==> src/rtl/net_l2req_arb_pkg.sv <==
// Request payload carried from the L2 pipes toward a directory port.
// The arbiter never looks inside it; only its width matters there.
package net_l2req_arb_pkg;

    typedef struct packed {
        logic [4:0]  nid;
        logic [5:0]  l2id;
        logic [2:0]  cmd;
        logic [49:0] paddr;
    } I_l2todr_req_type;

endpackage

==> src/rtl/net_l2req_arb.sv <==
// Round-robin merge of NPORTS L2 request pipes into one registered directory channel.
// Optional stall counter output is enabled by defining NET_L2REQ_ARB_STATS_EN.
module net_l2req_arb
    import net_l2req_arb_pkg::*;
#(
    parameter int NPORTS = 3,
    localparam int SRCW  = (NPORTS > 1) ? $clog2(NPORTS) : 1,
    localparam int REQ_W = $bits(I_l2todr_req_type)
) (
    input  logic                           clk,
    input  logic                           reset,
    input  logic [NPORTS-1:0]              in_req_valid,
    output logic [NPORTS-1:0]              in_req_retry,
    input  logic [NPORTS-1:0][REQ_W-1:0]   in_req,
    output logic                           out_req_valid,
    input  logic                           out_req_retry,
    output logic [REQ_W-1:0]               out_req,
    output logic [SRCW-1:0]                out_req_src
`ifdef NET_L2REQ_ARB_STATS_EN
    ,
    output logic [15:0]                    stall_cnt
`endif
);

    logic [NPORTS-1:0]            push;
    logic [NPORTS-1:0]            pop;
    logic [NPORTS-1:0]            nonempty;
    logic [NPORTS-1:0][REQ_W-1:0] head;

    logic                         out_valid_q, out_valid_d;
    logic [REQ_W-1:0]             out_req_q, out_req_d;
    logic [SRCW-1:0]              out_src_q, out_src_d;
    logic [SRCW-1:0]              rr_ptr_q, rr_ptr_d;

    logic                         out_free;
    logic                         any_grant;
    logic [SRCW-1:0]              grant_idx;
    logic [SRCW:0]                cand;

    for (genvar i = 0; i < NPORTS; i++) begin : g_fifo
        logic [REQ_W-1:0] mem_q [2];
        logic             wr_ptr_q;
        logic             rd_ptr_q;
        logic [1:0]       cnt_q;

        // Retry comes only from the registered count, so it never depends on valid.
        assign in_req_retry[i] = (cnt_q == 2'd2);
        assign push[i]         = in_req_valid[i] & ~in_req_retry[i];
        assign nonempty[i]     = (cnt_q != 2'd0);
        assign head[i]         = mem_q[rd_ptr_q];

        always_ff @(posedge clk) begin
            if (push[i]) begin
                mem_q[wr_ptr_q] <= in_req[i];
            end
        end

        always_ff @(posedge clk or negedge reset) begin
            if (!reset) begin
                wr_ptr_q <= 1'b0;
                rd_ptr_q <= 1'b0;
                cnt_q    <= 2'd0;
            end else begin
                if (push[i]) begin
                    wr_ptr_q <= ~wr_ptr_q;
                end
                if (pop[i]) begin
                    rd_ptr_q <= ~rd_ptr_q;
                end
                case ({push[i], pop[i]})
                    2'b10:   cnt_q <= cnt_q + 2'd1;
                    2'b01:   cnt_q <= cnt_q - 2'd1;
                    default: cnt_q <= cnt_q;
                endcase
            end
        end
    end

    // First non-empty source at or after rr_ptr, wrapping modulo NPORTS.
    always_comb begin
        any_grant = 1'b0;
        grant_idx = '0;
        cand      = '0;
        for (int k = 0; k < NPORTS; k++) begin
            cand = {1'b0, rr_ptr_q} + (SRCW+1)'(k);
            if (cand >= (SRCW+1)'(NPORTS)) begin
                cand = cand - (SRCW+1)'(NPORTS);
            end
            if (!any_grant && nonempty[cand[SRCW-1:0]]) begin
                any_grant = 1'b1;
                grant_idx = cand[SRCW-1:0];
            end
        end
    end

    always_comb begin
        out_free    = ~out_valid_q | ~out_req_retry;
        pop         = '0;
        out_valid_d = out_valid_q;
        out_req_d   = out_req_q;
        out_src_d   = out_src_q;
        rr_ptr_d    = rr_ptr_q;
        if (out_free) begin
            out_valid_d = any_grant;
            if (any_grant) begin
                pop[grant_idx] = 1'b1;
                out_req_d      = head[grant_idx];
                out_src_d      = grant_idx;
                rr_ptr_d       = (grant_idx == SRCW'(NPORTS-1)) ? '0 : grant_idx + 1'b1;
            end
        end
    end

    always_ff @(posedge clk or negedge reset) begin
        if (!reset) begin
            out_valid_q <= 1'b0;
            out_req_q   <= '0;
            out_src_q   <= '0;
            rr_ptr_q    <= '0;
        end else begin
            out_valid_q <= out_valid_d;
            out_req_q   <= out_req_d;
            out_src_q   <= out_src_d;
            rr_ptr_q    <= rr_ptr_d;
        end
    end

    assign out_req_valid = out_valid_q;
    assign out_req       = out_req_q;
    assign out_req_src   = out_src_q;

`ifdef NET_L2REQ_ARB_STATS_EN
    logic [15:0] stall_cnt_q;

    // Saturating: a long stall must not alias to a short one.
    always_ff @(posedge clk or negedge reset) begin
        if (!reset) begin
            stall_cnt_q <= 16'd0;
        end else if (out_valid_q && out_req_retry && (stall_cnt_q != 16'hFFFF)) begin
            stall_cnt_q <= stall_cnt_q + 16'd1;
        end
    end

    assign stall_cnt = stall_cnt_q;
`endif

endmodule

==> config.mk <==
export PLATFORM = sky130hd
export DESIGN_NAME = net_l2req_arb
export DESIGN_NICKNAME = d
export VERILOG_FILES = /design/src/rtl/net_l2req_arb_pkg.sv /design/src/rtl/net_l2req_arb.sv
export SDC_FILE = /design/constraint.sdc
export NUM_CORES = 1
export LEC_CHECK = 0
export BUFFER_PORTS_ARGS = -buffer_cell sky130_fd_sc_hd__buf_2
export CAP_MARGIN = 20
export CORE_MARGIN = 2
export CORE_UTILIZATION = 35
export CTS_CLUSTER_DIAMETER = 120
export DETAILED_ROUTE_END_ITERATION = 6
export PLACE_DENSITY = 0.52
export SLEW_MARGIN = 15
export SYNTH_ARGS = -nofsm -noshare
export SYNTH_HDL_FRONTEND = slang
export SYNTH_SLANG_ARGS = --single-unit
==> constraint.sdc <==
create_clock -name clk -period 4.5 [get_ports clk]
set_clock_uncertainty 0.05 [all_clocks]
set_input_delay 1.35 -clock clk [delete_from_list [all_inputs] [get_ports clk]]
set_output_delay 1.35 -clock clk [all_outputs]
set_load 0.02 [all_outputs]
Word-level counts from Yosys, hierarchy flattened
Memory sizes are Yosys's and may differ from the RTL's.
Index checks and enable logic that the tools add are counted.
Word-level totals
  register bits: 81
  bits in latches: 0
  RAM bits: 384
  memory bits (read-only): 0
  input port bits: 198
  output and inout port bits: 70
  logic and storage cells: 104
  memories kept: 3
Memories
  g_fifo[0].mem_q: words 2, bits a word 64, read ports 1, clocked after Yosys merged registers in 0, wr ports 1, line net_l2req_arb.sv:41  | logic [REQ_W-1:0] mem_q [2];
  g_fifo[1].mem_q: words 2, bits a word 64, read ports 1, clocked after Yosys merged registers in 0, wr ports 1, line net_l2req_arb.sv:41
  g_fifo[2].mem_q: words 2, bits a word 64, read ports 1, clocked after Yosys merged registers in 0, wr ports 1, line net_l2req_arb.sv:41
Operators by class
  add/sub/neg operators: 12
  $mul: 0
  div/mod/pow operators: 0
  $lt $le $gt $ge: 8
  equality and inequality tests: 10
  shift operators: 0
  muxes and demuxes: 31
  bitwise operators: 15
  reductions and logical operators: 12
Operators with widths (count)
  $bmux 64 s2: 1
  $mux 64: 1
  $eq 2x2->1 const B: 7
  $mux 2: 7
  $mux 1: 13
  $lt 2x3->1 const B: 4
  $pmux 2 s2: 3
  $reduce_bool 2->1: 6
  $not 1->1: 11
  $add 2x1->2 const B: 4
  $bmux 1 s2: 3
  $eq 2x1->1 const B: 3
  $ge 3x2->1 const B: 2
  $mux 3: 2
  $sub 2x1->2 const B: 3
  $sub 2x2->2 const B: 3
  $add 2x1->3 const B: 1
  $add 2x2->3 const B: 1
  $and 1x1->1: 3
  $logic_and 1x1->1: 3
  $demux 1 s2: 1
  $ge 2x1->1 const B: 1
  $ge 2x2->1 const B: 1
  $logic_not 1->1: 2
  2 further kinds: 2

Logic depth before layout (Yosys ltp)
Gate-level depths: netlist of run 1.
  depth in word-level cells: 19
  mapped depth: 14
  depth with buffers taken out: 12

Worst setup path before layout of run 1
Ideal clock, no wire load.
  kind: input to register
  start point: input port in_req_valid[1]
  end point: memory g_fifo[1].mem_q[0][0] in the netlist's numbering (enable)
  library setup time: 486 ps
  data arrival time: 4120 ps
  required time: 3964 ps
  setup slack: -156 ps
  stages on the path: 2
  buffers on the path: 0
  cell sequence: nand2_1 > nor2_1
On the way
  cells in the longest elaborated chain, start to end: 3
Ends and longest elaborated chain
  start, declared: line net_l2req_arb.sv:12  | input logic [NPORTS-1:0] in_req_valid,
  $and 1x1->1: line net_l2req_arb.sv:48  | assign push[i] = in_req_valid[i] & ~in_req_retry[i];
  $mux 1: line net_l2req_arb.sv:53  | if (push[i]) begin
  $mux 1 (implied by the code): line net_l2req_arb.sv:54  | mem_q[wr_ptr_q] <= in_req[i];
  end, declared: line net_l2req_arb.sv:41
Every way passes these cells.

Worst setup path in the final report of run 1
  start point: register rr_ptr_q[0]
  end point: register g_fifo[2].cnt_q[1]
On the way
  cells in the longest elaborated chain, start to end: 19
  elaborated cells between the ends (all ways): 38
  classes of those cells: add/sub: 5; order compare: 5; eq/ne: 2; mux: 20; reduce/logical: 6
Ends and longest elaborated chain
  start, declared: line net_l2req_arb.sv:33  | logic [SRCW-1:0] rr_ptr_q, rr_ptr_d;
  start signal, assigned: line net_l2req_arb.sv:124  | rr_ptr_q <= rr_ptr_d;
  branches (longest 15 deep; another with $add 2x1->3)
  $mux 3 *: line net_l2req_arb.sv:105  | if (any_grant) begin
  $mux 3 *: line net_l2req_arb.sv:103  | if (out_free) begin
  net pop[2]: line net_l2req_arb.sv:26  | logic [NPORTS-1:0] pop;
  $eq 2x1->1 / $eq 2x2->1 (equally long branches): line net_l2req_arb.sv:70  | case ({push[i], pop[i]})
  $pmux 2 s2 / $reduce_bool 2->1 (equally long branches)
  end signal, assigned: line net_l2req_arb.sv:71  | 2'b10: cnt_q <= cnt_q + 2'd1;
  end signal, assigned: line net_l2req_arb.sv:72  | 2'b01: cnt_q <= cnt_q - 2'd1;
  end signal, assigned: line net_l2req_arb.sv:73  | default: cnt_q <= cnt_q;
  end, declared: line net_l2req_arb.sv:44  | logic [1:0] cnt_q;
Mark *: on every way through the listed nets, which the timed path passes. The select of a mux whose other input is x is not followed.
A chain may end at the register's enable or synchronous reset.

==> results of run 1 <==
-- stage by stage --
| stage | utilization (%) | hold slack [ns] |
|---|---|---|
| floorplan | - | 0.429 |
| global placement | 39.4 | 0.423 |
| detailed placement | 39.4 | 0.418 |
| CTS | 42.6 | 0.434 |
| global route | 42.6 | 0.471 |
| finish | 42.6 | 0.435 |
-- per-layer routing --
metal,track usage (%),up-vias,share of wire (%)
met5,0,-,0.041
met4,5.91,4,2.3
met3,3.45,77,5.4
met2,29.3,277,49
met1,23.3,5304,43
li1,-,4814,-
-- worst max-delay path by stage --
| stage | startpoint | slack [ns] | to | depth (start not counted) |
|---|---|---|---|---|
| 2_1_floorplan | in_req_valid[1] | 0.91 | g_fifo[1].mem_q[0][0] | 2 |
| 3_3_place_gp | rr_ptr_q[0] | 0.75 | out_req[48] | 8 |
| 3_5_place_dp | rr_ptr_q[0] | 1.01 | g_fifo[2].cnt_q[1] | 11 |
| 4_1_cts | rr_ptr_q[0] | 1.00 | g_fifo[2].cnt_q[1] | 11 |
| 5_1_grt | rr_ptr_q[0] | 0.76 | g_fifo[2].cnt_q[1] | 11 |
| 6_report | rr_ptr_q[0] | 1.03 | g_fifo[2].cnt_q[1] | 11 |
-- tightest hold or removal path, delay by kind of cell (launching register included) --
| family | cells | cell delay, ns |
|---|---|---|
| AO/OA/AOI/OAI | 1 | 0.05 |
| flip-flops | 1 | 0.33 |
| AND/OR/NAND/NOR | 1 | 0.06 |
-- cell usage in the layout, fill, tap and decap left out, types with 3 or more instances in the layout --
master,netlist,final
buf_2,22,266
o21a_1,3,3
bufinv_16,0,4
xor2_1,5,5
a21oi_1,67,67
a221o_1,3,3
buf_4,3,22
clkinv_2,0,9
mux2i_1,127,127
inv_6,0,4
dfrtp_1,81,78
ha_1,6,6
xnor2_1,10,10
and3_4,0,3
clkinv_1,1,7
nand2_1,73,73
dfrtp_4,0,3
clkbuf_1,35,14
nand2b_1,6,6
o221ai_2,60,60
nor3_1,63,63
nor2_4,1,4
buf_12,0,5
o21ai_0,3,3
a211oi_1,4,4
inv_1,6,6
clkbuf_8,0,6
o221ai_1,3,3
clkbuf_16,0,51
diode_2,0,7
edfxtp_1,384,384
nor2_1,15,12
mux2_2,64,64
-- where the power goes --
part	internal, uW	leakage (uW)	switching, uW	total, uW
registers	6040	0.00455	711	6750
clock network	2420	0.000808	1690	4110
logic	2660	0.00305	4430	7090
total	11100	0.00841	6830	17900
-- sequential cells by signal, indices dropped and copies added (netlist names) --
name,flops
g_fifo.cnt_q,6
g_fifo.mem_q,384
g_fifo.rd_ptr_q,3
g_fifo.wr_ptr_q,3
out_req,64
out_req_src,2
out_req_valid,1
rr_ptr_q,2
-- final cells by class --
type,instances,area [sq um]
Antenna cell,7,17.5
Clock buffer,71,1410
Clock inverter,25,238
Fill cell,4755,30000
Inverter,7,26.3
Multi-Input combinational cell,544,4570
Sequential cell,465,13600
Tap cell,688,861
Timing Repair Buffer,294,1610
-- cell families (layout without fill, tap and decap cells) --
| logic type | count (synthesis) | count (layout) | share of synthesized area [%] |
|---|---|---|---|
| flip-flops | 465 | 465 | 73.6 |
| multiplexers | 191 | 191 | 10.8 |
| AND/OR/NAND/NOR | 173 | 173 | 4.37 |
| AO/OA/AOI/OAI | 159 | 159 | 8.11 |
| buffers and inverters | 75 | 397 | 2.02 |
| XOR/XNOR | 15 | 15 | 0.713 |
| adder cells (fa/ha/maj) | 6 | 6 | 0.407 |
| other | 0 | 7 | 0 |
==> results.py, run 1 <==
metrics = {
    "floorplanning": {
        "die_h_microns": 233,
        "core_area_sq_mm": 0.0523,
        "dieWidth_microns": 233,
        "dieArea_sq_mm": 0.0545,
        "row_count": 84,
        "pin_count": 268,
        "start_util_pct": 35.2,
    },
    "worst_hold_path": {
        "hp-class": "register to register",
        "holdPathStages": 2,
        "whs_endpoint": "out_req[19]",
        "min-delay-start": "out_req[19]",
    },
    "detailed_routing": {
        "detail_route.first_pass.iterations": 5,
        "wl_microns": 48400,
        "wl_per_cell_microns": 23.1,
        "routed_via_density": 4.99,
        "vias": 10500,
        "ant_nets": 0,
        "drc": 0,
        "drt_iter0_markers": 603,
    },
    "sta": {
        "setup_viol": 0,
        "setup_tns_ns": 0,
        "period_share_pct": 77.1,
        "worstMarginPinSlew_ns": 0.780,
        "hold_viol_final": 0,
        "relSlewSlack_pct": 46.6,
        "setup_slack_ns": 1.03,
        "fin_crit_ns": 3.47,
        "max_freq_mhz": 288,
        "rsz0062_at_grt": "false",
        "drv_slew": 0,
    },
    "pwr": {
        "p_leak_uw": 0.00841,
        "irDropWorstVdd_v": 0.000550,
        "power_uw": 17900,
        "powerDensity_mw_per_mm2": 804,
    },
    "global_route": {
        "grt_overflow": 0,
        "grt_start_max_net_pins": 47,
        "antenna_found_initial": 6,
        "grt_pass1_vias": 11000,
        "grt_usage_pct": 17.7,
        "grt_first_pass_wirelength_microns": 70200,
    },
    "synth": {
        "synth_most_common_cell": "edfxtp_1",
        "ys_seq_elements": 465,
        "synth.area.top_cells": "edfxtp_1, dfrtp_1, mux2i_1, o221ai_2, mux2_2",
        "synth_cells": 1084,
        "synthFlopType": "edfxtp_1",
        "ys_seq_area_share_pct": 73.6,
        "ys_types": 48,
        "yosys_warnings": 0,
        "yosysTopAreaCell": "edfxtp_1",
        "synth.cells.most_frequent": "edfxtp_1, mux2i_1, dfrtp_1",
        "synth_top_area_share_pct": 62.6,
        "synth_edf_count": 384,
        "avgSynthCellArea_sq_um": 17.0,
        "syn-num-nets": 1288,
        "async_flop_share_pct": 17.4,
        "syn_area_sq_mm": 0.0184,
    },
    "place": {
        "place_congestion": 0.782,
        "placed_cell_area_sq_mm": 0.0206,
        "dp.cells": 1998,
        "dp_hpwl_microns": 30700,
        "place_ws_ns": 1.01,
        "portBuffers": 267,
    },
    "critical_path": {
        "critPathRequiredTime_ns": 4.92,
        "path_delay_family": "simple AND/OR/NAND/NOR gates",
        "cp_cell_sequence": "inv_1 > ha_1 > a211oi_1 > or3_1 > o21ai_4 > or3_4 > clkinv_1 > ha_1 > xnor2_1 > nor2_1 > xor2_1",
        "r2r_setup_slack_ns": 1.03,
        "worst-path-max-fanout": 31,
        "max_stage_delay_ns": 0.58,
        "timing.rr.end": "g_fifo[2].cnt_q[1]",
        "critPathLaunchType": "register",
        "r2r-start": "rr_ptr_q[0]",
        "critical_path_class": "register to register",
        "end_kind": "register",
        "arrival_ns": 3.89,
        "path_common_cell": "ha_1",
        "reg2reg_depth": 11,
        "path_buf_inv": 2,
        "critPathSlowestCell": "or3_4",
    },
    "clocking": {
        "cts_tree": "built",
        "clkTransAtPathRegs_ns": 0.06,
        "cts_buffers": 51,
        "root_buffer": "clkbuf_16",
        "post_cts_resized": 0,
        "clock_path_buffers": 3,
        "h-tree-depth": 2,
        "cts-hold-fix-buffers": 0,
        "clkLatencyLatePin_ns": 0.59,
        "post_cts_buffers": 0,
        "clkSinkCount": 465,
    },
    "flow_run": {
        "cap_violations": 0,
    },
    "cells_and_area": {
        "instances_no_fill": 2101,
        "area_growth_syn_to_layout_pct": 21.0,
        "drive_gt1_share_pct": 36.6,
        "final_area_sq_mm": 0.0223,
        "fin_nets": 1567,
    },
    "outcome": {
        "status": "finished, final reports clean",
    },
}
(Power assumes the default switching activity.)
==> inputs of run 2 (changes only) <==
==> constraint.sdc (replaced) <==
create_clock -name clk -period 3.4 [get_ports clk]
set_clock_uncertainty 0.05 [all_clocks]
set_input_delay 1.02 -clock clk [delete_from_list [all_inputs] [get_ports clk]]
set_output_delay 1.02 -clock clk [all_outputs]
set_load 0.02 [all_outputs]
==> run 2 against run 1 <==
Against the previous run:
- combinational power is 35% higher
- sequential power up 31%
- highest routed layer unchanged
- non-clock buffer count increased by 6
- count of clock-buffer cells in the layout increased by 4
- register-to-register slack worse by 0.66 ns
- largest cell class unchanged
- first-iteration DRC count increased by 4.3%
- final area grew 0.44%
- hold slack worse by 0.063 ns
- critical path type unchanged
- utilization rose by 0.19 points
==> results.py, run 2 (synthesis results as in run 1) <==
metrics = {
    "global_route": {
        "use_met2_pct": 29.3,
        "grt_first_pass_wirelength_microns": 70200,
        "grt_util_met1_pct": 23.2,
        "grt_usage_pct": 17.6,
        "antenna_found_initial": 5,
        "grt_pass1_vias": 11000,
        "busiest_layer": "met2",
        "grt_overflow": 0,
        "grtUsageMet3_pct": 3.91,
        "grt_start_max_net_pins": 66,
    },
    "pwr": {
        "irDropWorstVdd_v": 0.000868,
        "power_uw": 23900,
        "p_leak_uw": 0.00845,
        "powerDensity_mw_per_mm2": 1070,
    },
    "critical_path": {
        "critPathRequiredTime_ns": 3.83,
        "critical_path_class": "register to register",
        "critPathLaunchType": "register",
        "worst-path-max-fanout": 23,
        "arrival_ns": 3.47,
        "cp_cell_sequence": "inv_1 > ha_1 > a211oi_1 > or3_1 > o21ai_4 > buf_4 > buf_4 > nand2_1 > o221ai_2",
        "end_kind": "register",
        "max_stage_delay_ns": 0.49,
        "critPathSlowestCell": "ha_1",
        "path_common_cell": "buf_4",
    },
    "clocking": {
        "clkTransAtPathRegs_ns": 0.06,
        "post_cts_buffers": 0,
        "cts-hold-fix-buffers": 0,
        "h-tree-depth": 2,
        "post_cts_resized": 0,
        "cts_tree": "built",
        "clkSinkCount": 465,
        "cts_buffers": 51,
        "root_buffer": "clkbuf_16",
        "clock_path_buffers": 3,
        "clkLatencyLatePin_ns": 0.59,
    },
    "floorplanning": {
        "core_area_sq_mm": 0.0523,
        "pin_count": 268,
        "dieArea_sq_mm": 0.0545,
        "row_count": 84,
        "dieWidth_microns": 233,
        "die_h_microns": 233,
        "start_util_pct": 35.2,
    },
    "worst_hold_path": {
        "hp-class": "input port to async pin",
    },
    "cells_and_area": {
        "area_growth_syn_to_layout_pct": 21.6,
        "final_common_cell": "edfxtp_1",
        "fin_nets": 1573,
        "regMostFlops": "g_fifo.mem_q",
        "utilization_pct": 42.8,
        "drive_gt1_share_pct": 36.6,
        "fillerInstances": 4759,
        "final_area_sq_mm": 0.0224,
        "layout_common_cells": "edfxtp_1, buf_2, mux2i_1",
        "largest_reg_flops": 384,
    },
    "sta": {
        "relSlewSlack_pct": 47.5,
        "max_freq_mhz": 330,
        "drv_slew": 0,
        "setup_slack_ns": 0.368,
        "fin_crit_ns": 3.03,
        "setup_viol": 0,
        "period_share_pct": 89.2,
        "worstMarginPinSlew_ns": 0.788,
        "hold_viol_final": 0,
        "setup_tns_ns": 0,
        "rsz0062_at_grt": "false",
    },
    "place": {
        "place_ws_ns": 0.389,
        "place_congestion": 0.792,
        "placed_cell_area_sq_mm": 0.0207,
        "portBuffers": 267,
        "dp_hpwl_microns": 31100,
    },
    "detailed_routing": {
        "drt_iter0_markers": 629,
        "ant_nets": 0,
        "wl_per_cell_microns": 22.9,
        "vias": 10400,
        "detail_route.first_pass.iterations": 5,
        "drc": 0,
        "wl_microns": 48100,
        "routed_via_density": 4.96,
    },
    "flow_run": {
        "cap_violations": 0,
    },
    "outcome": {
        "status": "finished, final reports clean",
    },
}
==> run 2: metal layers <==
layer	wire, microns	vias up	part of all wire (%)
met5	56	-	0.12
met2	23400	275	49
met4	966	8	2.0
met1	21100	5247	44
met3	2640	72	5.5
li1	-	4814	-
==> run 2: path summary, 6_finish.rpt <==
path	startpoint	end	slack, ns	cells past startpoint
worst max-delay path	rr_ptr_q[0]	out_req[40]	0.37	9
worst min-delay path	reset	g_fifo[2].rd_ptr_q	0.37	1
worst max register to register	rr_ptr_q[0]	out_req[40]	0.37	9
worst min register to register	out_req[11]	out_req[11]	0.44	2
max in group asynchronous	reset	out_req[12]	2.24	2
min in group clk	out_req[11]	out_req[11]	0.44	2
==> run 2: final cells by class <==
cell class	count	area (sq um)	area share, %
diodes	2	5.00	0.0223
clock buffers	75	1490	6.64
clock inverters	19	171	0.765
inverters	7	26.3	0.117
multi-input cells	544	4570	20.4
flip-flops and latches	465	13600	60.6
well taps	688	861	3.84
repair buffers	300	1710	7.64
==> run 2: stage by stage <==
stage / hold slack (ns) / std cells
floorplan: 0.429 / 1084
global placement: 0.422 / 2004
detailed placement: 0.424 / 2004
CTS: 0.348 / 2098
global route: 0.371 / 2099
finish: 0.371 / 2100
==> run 2: critical path, delay by kind of cell, from the launching register on <==
family                     cells  cell delay, ns
and+or+nand+nor                2            0.59
buffers and inverters          3            0.78
adders and majority gates      1            0.49
AOI/OAI and AO/OA              3            0.59
DFF                            1            0.40
==> run 2: power breakdown <==
| part | total [uW] | switching [uW] | internal [uW] |
|---|---|---|---|
| registers | 8860 | 861 | 8000 |
| clock network | 5450 | 2210 | 3250 |
| logic | 9590 | 5940 | 3650 |
